$ cat src/rtl/sqmux_sel_ctrl.sv
// -----------------------------------------------------------------------------
// sqmux_sel_ctrl
//
// Sequencer for the SELECT pin of an SQMUX clock mux (0 = QMUXIN, 1 = SQHSCK).
// A four-phase REQ/ACK request asks for a source. When the requested source
// differs from the current one, the block:
//   1. drops CLK_EN and holds it low for GATE_CYCLES edges,
//   2. flips SELECT,
//   3. waits SETTLE_CYCLES edges,
//   4. raises CLK_EN again and acknowledges.
// A request for the source that is already selected is acknowledged at once.
// Every output comes from a register, so there is no combinational path from
// any input to any output.
//
// Optional build macro:
//   SQMUX_SEL_SWCNT_EN - adds the SW_COUNT port. It is an 8-bit saturating
//                        count of real SELECT changes, cleared only by reset.
//
// Parameters:
//   GATE_CYCLES   - edges with CLK_EN low before SELECT changes (1..2**CNT_W)
//   SETTLE_CYCLES - edges after the SELECT change before CLK_EN returns high
//                   (1..2**CNT_W)
//   CNT_W         - width of the internal down-counter
//
// Ports:
//   QCK      in   reference clock; all state changes on its rising edge
//   QRTN     in   asynchronous active-low reset
//   REQ      in   level request (four-phase handshake)
//   REQ_SEL  in   requested source; sampled only when a request is accepted
//   ACK      out  request complete; stays high until REQ goes low
//   BUSY     out  high while a source change is in progress
//   SELECT   out  registered SQMUX SELECT
//   CLK_EN   out  downstream clock-use enable; low while switching
//   SW_COUNT out  [7:0] switch count (only with SQMUX_SEL_SWCNT_EN)
// -----------------------------------------------------------------------------
module sqmux_sel_ctrl #(
  parameter int GATE_CYCLES   = 4,
  parameter int SETTLE_CYCLES = 8,
  parameter int CNT_W         = 4
) (
  input  logic       QCK,
  input  logic       QRTN,
  input  logic       REQ,
  input  logic       REQ_SEL,
  output logic       ACK,
  output logic       BUSY,
  output logic       SELECT,
  output logic       CLK_EN
`ifdef SQMUX_SEL_SWCNT_EN
  ,
  output logic [7:0] SW_COUNT
`endif
);

  // Both windows are loaded as (cycles - 1). The counter therefore has to
  // represent values up to 2**CNT_W - 1, which sets the legal range.
  if (GATE_CYCLES < 1 || GATE_CYCLES > (2 ** CNT_W)) begin : g_bad_gate
    $error("sqmux_sel_ctrl: GATE_CYCLES out of range 1..2**CNT_W");
  end
  if (SETTLE_CYCLES < 1 || SETTLE_CYCLES > (2 ** CNT_W)) begin : g_bad_settle
    $error("sqmux_sel_ctrl: SETTLE_CYCLES out of range 1..2**CNT_W");
  end

  localparam logic [CNT_W-1:0] GATE_LOAD   = CNT_W'(GATE_CYCLES - 1);
  localparam logic [CNT_W-1:0] SETTLE_LOAD = CNT_W'(SETTLE_CYCLES - 1);

  typedef enum logic [1:0] {
    IDLE   = 2'd0,
    GATE   = 2'd1,
    SETTLE = 2'd2,
    ACKW   = 2'd3
  } state_t;

  state_t           state_q, state_d;
  logic [CNT_W-1:0] cnt_q, cnt_d;
  logic             target_q, target_d;
  logic             ack_d, busy_d, select_d, clk_en_d;

  // State and output registers.
  always_ff @(posedge QCK or negedge QRTN) begin
    if (!QRTN) begin
      state_q  <= IDLE;
      cnt_q    <= '0;
      target_q <= 1'b0;
      ACK      <= 1'b0;
      BUSY     <= 1'b0;
      SELECT   <= 1'b0;
      CLK_EN   <= 1'b1;
    end else begin
      state_q  <= state_d;
      cnt_q    <= cnt_d;
      target_q <= target_d;
      ACK      <= ack_d;
      BUSY     <= busy_d;
      SELECT   <= select_d;
      CLK_EN   <= clk_en_d;
    end
  end

  // Next-state logic. Each output keeps its value unless a transition
  // changes it. This keeps the "untouched" outputs of a same-source request
  // exactly as they were.
  always_comb begin
    state_d  = state_q;
    cnt_d    = cnt_q;
    target_d = target_q;
    ack_d    = ACK;
    busy_d   = BUSY;
    select_d = SELECT;
    clk_en_d = CLK_EN;

    case (state_q)
      IDLE: begin
        if (REQ && !ACK) begin
          target_d = REQ_SEL;
          if (REQ_SEL == SELECT) begin
            ack_d   = 1'b1;
            state_d = ACKW;
          end else begin
            clk_en_d = 1'b0;
            busy_d   = 1'b1;
            cnt_d    = GATE_LOAD;
            state_d  = GATE;
          end
        end
      end

      GATE: begin
        if (cnt_q == '0) begin
          select_d = target_q;
          cnt_d    = SETTLE_LOAD;
          state_d  = SETTLE;
        end else begin
          cnt_d = cnt_q - CNT_W'(1);
        end
      end

      SETTLE: begin
        if (cnt_q == '0) begin
          clk_en_d = 1'b1;
          busy_d   = 1'b0;
          ack_d    = 1'b1;
          state_d  = ACKW;
        end else begin
          cnt_d = cnt_q - CNT_W'(1);
        end
      end

      ACKW: begin
        // If REQ was already dropped during the switch, this releases ACK
        // after a single cycle.
        if (!REQ) begin
          ack_d   = 1'b0;
          state_d = IDLE;
        end
      end

      default: begin
        state_d = IDLE;
      end
    endcase
  end

`ifdef SQMUX_SEL_SWCNT_EN
  // Counts only edges where SELECT really changes. Same-source requests
  // never touch SELECT, so they are not counted.
  always_ff @(posedge QCK or negedge QRTN) begin
    if (!QRTN) begin
      SW_COUNT <= 8'd0;
    end else if ((select_d != SELECT) && (SW_COUNT != 8'hFF)) begin
      SW_COUNT <= SW_COUNT + 8'd1;
    end
  end
`endif

endmodule

$ cat config.mk
export PLATFORM = sky130hd
export DESIGN_NAME = sqmux_sel_ctrl
export DESIGN_NICKNAME = d
export VERILOG_FILES = /design/src/rtl/sqmux_sel_ctrl.sv
export SDC_FILE = /design/constraint.sdc
export NUM_CORES = 1
export LEC_CHECK = 0
export BUFFER_PORTS_ARGS = -buffer_cell sky130_fd_sc_hd__buf_2
export CAP_MARGIN = 20
export CORE_MARGIN = 3
export CORE_UTILIZATION = 50
export DETAILED_ROUTE_END_ITERATION = 8
export GPL_TIMING_DRIVEN = 1
export PLACE_DENSITY = 0.69
export RECOVER_POWER = 25
export SLEW_MARGIN = 0
export SYNTH_ARGS = -nofsm -noshare
export SYNTH_HDL_FRONTEND = slang
export SYNTH_SLANG_ARGS = --single-unit
export TNS_END_PERCENT = 5
$ cat constraint.sdc
create_clock -name QCK -period 1.85 [get_ports QCK]
set_clock_uncertainty 0.15 [all_clocks]
set_input_delay 0.37 -clock QCK [delete_from_list [all_inputs] [get_ports QCK]]
set_output_delay 0.37 -clock QCK [all_outputs]
set_load 0.02 [all_outputs]
==> results.txt <==
----------------------------------------------------
[Critical path]
  Master of the slowest instance on the critical path ... sky130_fd_sc_hd__or3b_4
  Critical path arrival ... 1.78 ns
  Setup slack on the worst flop-to-flop path ... 0.07 ns
  Worst reg2reg path endpoint ... cnt_q[3]
  Type of destination of the critical path ... register
  Launching element type of the critical path ... register
  CP Max Fanout ... 5
  FF-to-FF path depth ... 6
  List of cells traversed by the critical path ... inv_1 -> ha_2 -> or3b_4 -> a21oi_2 -> nor4b_1 -> a22o_1
  Maximum cell stage delay along the critical path ... 0.42 ns
  CP Capture Point ... cnt_q[3]
  Data required time of the worst path ... 1.85 ns
  Worst r2r src ... cnt_q[1]
  Origin of the worst setup path ... cnt_q[1]
  CP Class ... reg -> reg

[Routing]
  Via count ... 573
  Drt first-iter violations ... 5
  Total Wirelength ... 1410 um
  DRC violations left ... 0
  Antenna-violating nets left ... 0
  Average detailed-routed wire length per instance ... 13.6 um
  First-pass detailed-route iteration total ... 4
  Detailed-route vias per instance ... 5.56

[STA]
  Share of the clock period used by the worst path ... 96.0%
  Final setup slack of the worst path ... 0.0740 ns
  Final count of pins violating max slew ... 0
  Max transition margin ... 60.5%
  Unrepaired setup endpoints after global routing ... true
  Highest clock frequency the design can meet ... 563 MHz
  Final setup vio count ... 0
  Hold violation total from the final report ... 0
  Time the final worst path needs with I/O delays and setup ... 1.78 ns
  Final total negative setup slack ... 0 ns
  Actual slew at the worst max-slew pin ... 0.593 ns

[Cells and area]
  Fraction of final layout cells sized beyond drive strength 1 ... 27.3%
  Final-stage net count ... 99
  Layout Cells excl Fill ... 103
  Area delta synth->final ... 16.5%
  Diodes inserted ... 0

[Power and ir drop]
  Sw Ratio ... 43.9%
  Worst vdd rail ir drop ... 0.000985 V
  Static Leakage ... 0.414 nW
  Net Sw Power ... 0.000732 W
  Share of total power in sequential cells ... 26.4%
  Power Internal ... 0.000937 W
  Power share of the combinational group ... 64.5%
  Pwr per Cell Area ... 1910 mW/mm^2
  Share of total power in the clock network ... 9.1%

[Flow run]
  Number of max-capacitance violations reported ... 0

[Synth]
  Number of warnings printed during yosys synthesis ... 0
  Share of flip-flops with an asynchronous set or reset after synthesis ... 100%
  Nets in the synthesized netlist ... 84
  Cell count after synthesis ... 74
  Yosys top cell area share ... 33.3%
  Post-synthesis sequential area ratio ... 36.8%
  Flip-flop and latch count after synthesis ... 11
  Cell types occupying the most area after synthesis ... sky130_fd_sc_hd__dfrtp_1 33%, sky130_fd_sc_hd__ha_1 10%, sky130_fd_sc_hd__mux2i_1 8.0%, sky130_fd_sc_hd__a21oi_1 4.0%, sky130_fd_sc_hd__dfstp_2 3.5%
  Library cells used by synthesis ... 31
  Post-synthesis cell area ... 752 sq um
  Predominant post-synthesis flop cell ... sky130_fd_sc_hd__dfrtp_1
  Cell type with the highest aggregate area in the netlist ... sky130_fd_sc_hd__dfrtp_1
  Average cell area after synthesis ... 10.2 sq um
  Count of flip-flops with a built-in enable after synthesis ... 0

[Clock tree]
  Worst-case clock buffer depth ... 2
  Root cell of the clock tree ... sky130_fd_sc_hd__clkbuf_4
  Later-pin clock latency in the skew report ... 0.26 ns
  TritonCTS sink count ... 11
  Clock input transition at the sequential cells of the worst setup and hold paths ... 0.06 ns
  Clock tree from TritonCTS ... done
  Number of CTS-inserted buffers ... 3
  H-Tree Depth ... 1

[Floorplan]
  Starting density of the core ... 55.7%
  CORE AREA ... 0.00135 sq mm
  Die height ... 44.8 um
  Area of the die ... 0.00201 sq mm
  Die Span X ... 44.8 um
  Count of boundary I/O pins ... 8
  Cell Rows ... 13

[Global routing]
  Antenna violations before repair ... 0
  Vias in the first global route ... 564
  GR Overflow Total ... 0
  Gr usage total ... 17.2%
  Global-route wire length before repair ... 2460 um
  Maximum number of pins on one net before global-route repair ... 12

[Place]
  Post-Place Worst Slack ... 0.0445 ns
  Detailed-placement wirelength estimate ... 1120 um
  Placed Cells incl. Taps ... 98
  Routability congestion estimate from global placement ... 0.792
  Count of input and output buffers ... 7

[Min path]
  Type of the worst min-delay path ... in -> reg

[Status]
  Status ... complete, no violations

----------------------------------------------------
==> final cells by class <==
cell class | instances | area (sq um)
tap | 15 | 18.8
fill | 113 | 474
clock buffer | 4 | 26.3
multi-input combinational | 55 | 458
timing repair buffer | 12 | 73.8
inverter | 6 | 22.5
sequential | 11 | 277
==> per-stage QoR <==
| stage | total power (W) | cell area, sq um | hold slack [ns] | util [%] |
|---|---|---|---|---|
| 5_1_grt | 0.00183 | 876 | 0.253 | 64.9 |
| 4_1_cts | 0.00164 | 863 | 0.241 | 63.9 |
| 2_1_floorplan | 0.00120 | 752 | -0.0756 | - |
| 3_3_place_gp | 0.00147 | 827 | 0.100 | 61.3 |
| 3_5_place_dp | 0.00147 | 827 | 0.101 | 61.3 |
| 6_report | 0.00167 | 876 | 0.248 | 64.9 |
==> cell usage in the layout (no fill, tap or decap), types with 3 or more instances in the layout <==
master	n
sky130_fd_sc_hd__nand2_1	6
sky130_fd_sc_hd__ha_1	5
sky130_fd_sc_hd__mux2i_1	6
sky130_fd_sc_hd__inv_1	6
sky130_fd_sc_hd__dfrtp_1	10
sky130_fd_sc_hd__o21ai_0	3
sky130_fd_sc_hd__a21oi_1	5
sky130_fd_sc_hd__buf_4	4
sky130_fd_sc_hd__clkbuf_4	3
sky130_fd_sc_hd__buf_2	6
==> routing by layer <==
layer | part of all wire (%) | global-route usage [%] | wire length (um)
met5 | 0 | 0 | 0
met4 | 0.64 | 5.26 | 9
met3 | 4.6 | 6.37 | 65
met2 | 46 | 26.6 | 650
met1 | 48 | 22.4 | 679
==> flip-flops by register name, indices dropped and copies added (netlist names) <==
register  cells
target_q      1
cnt_q         4
ACK           1
CLK_EN        1
state_q       2
BUSY          1
SELECT        1
==> worst max-delay path: cells and delay by family (launching register included) <==
family / cells / cell delay (ns)
AND/OR/NAND/NOR: 2 / 0.50
flip-flops: 1 / 0.39
AO/OA/AOI/OAI: 2 / 0.39
adder cells (fa/ha/maj): 1 / 0.18
buffers and inverters: 1 / 0.06
==> power by group through the flow <==
stage               combinational [W]  clock, W  sequential [W]
global route                  0.00120  0.000172        0.000456
floorplan                    0.000731         0        0.000472
finish                        0.00108  0.000152        0.000441
global placement              0.00103         0        0.000438
CTS                           0.00104  0.000160        0.000442
detailed placement            0.00103         0        0.000445
==> worst min path at each step <==
stage                 start          to  cells past startpoint
CTS                 REQ_SEL    target_q                      2
global placement       QRTN  state_q[1]                      1
finish              REQ_SEL    target_q                      2
floorplan              QRTN         ACK                      0
global route        REQ_SEL    target_q                      2
detailed placement     QRTN  state_q[1]                      1
==> cells by family (layout without fill, tap and decap cells) <==
group | count (synthesis) | in the layout | share of synthesized area, %
compound gates | 22 | 22 | 22.0
simple gates | 17 | 17 | 13.8
flops | 11 | 11 | 36.8
mux | 8 | 8 | 11.0
buf+inv | 8 | 22 | 4.16
fa+ha+maj | 6 | 6 | 9.98
xor+xnor | 2 | 2 | 2.33
==> synth_stat cells (all sizes together), types with 2 or more instances <==
library cell and number:
dfrtp 10, a21oi 6, ha 6, inv 6, mux2i 6, nand2 6
o21ai 4, a21boi 3, o31ai 3, mux2 2, nor3 2, nor4b 2
o22a 2
==> repair_timing <==
item                                   CTS  global route
setup buffers                            0             0
setup endpoints to repair                0             5
endpoints found under the hold margin   10             0
hold buffers                             1             0
resized for setup                        0             4
Note: power is estimated with default switching activity, not from simulation.
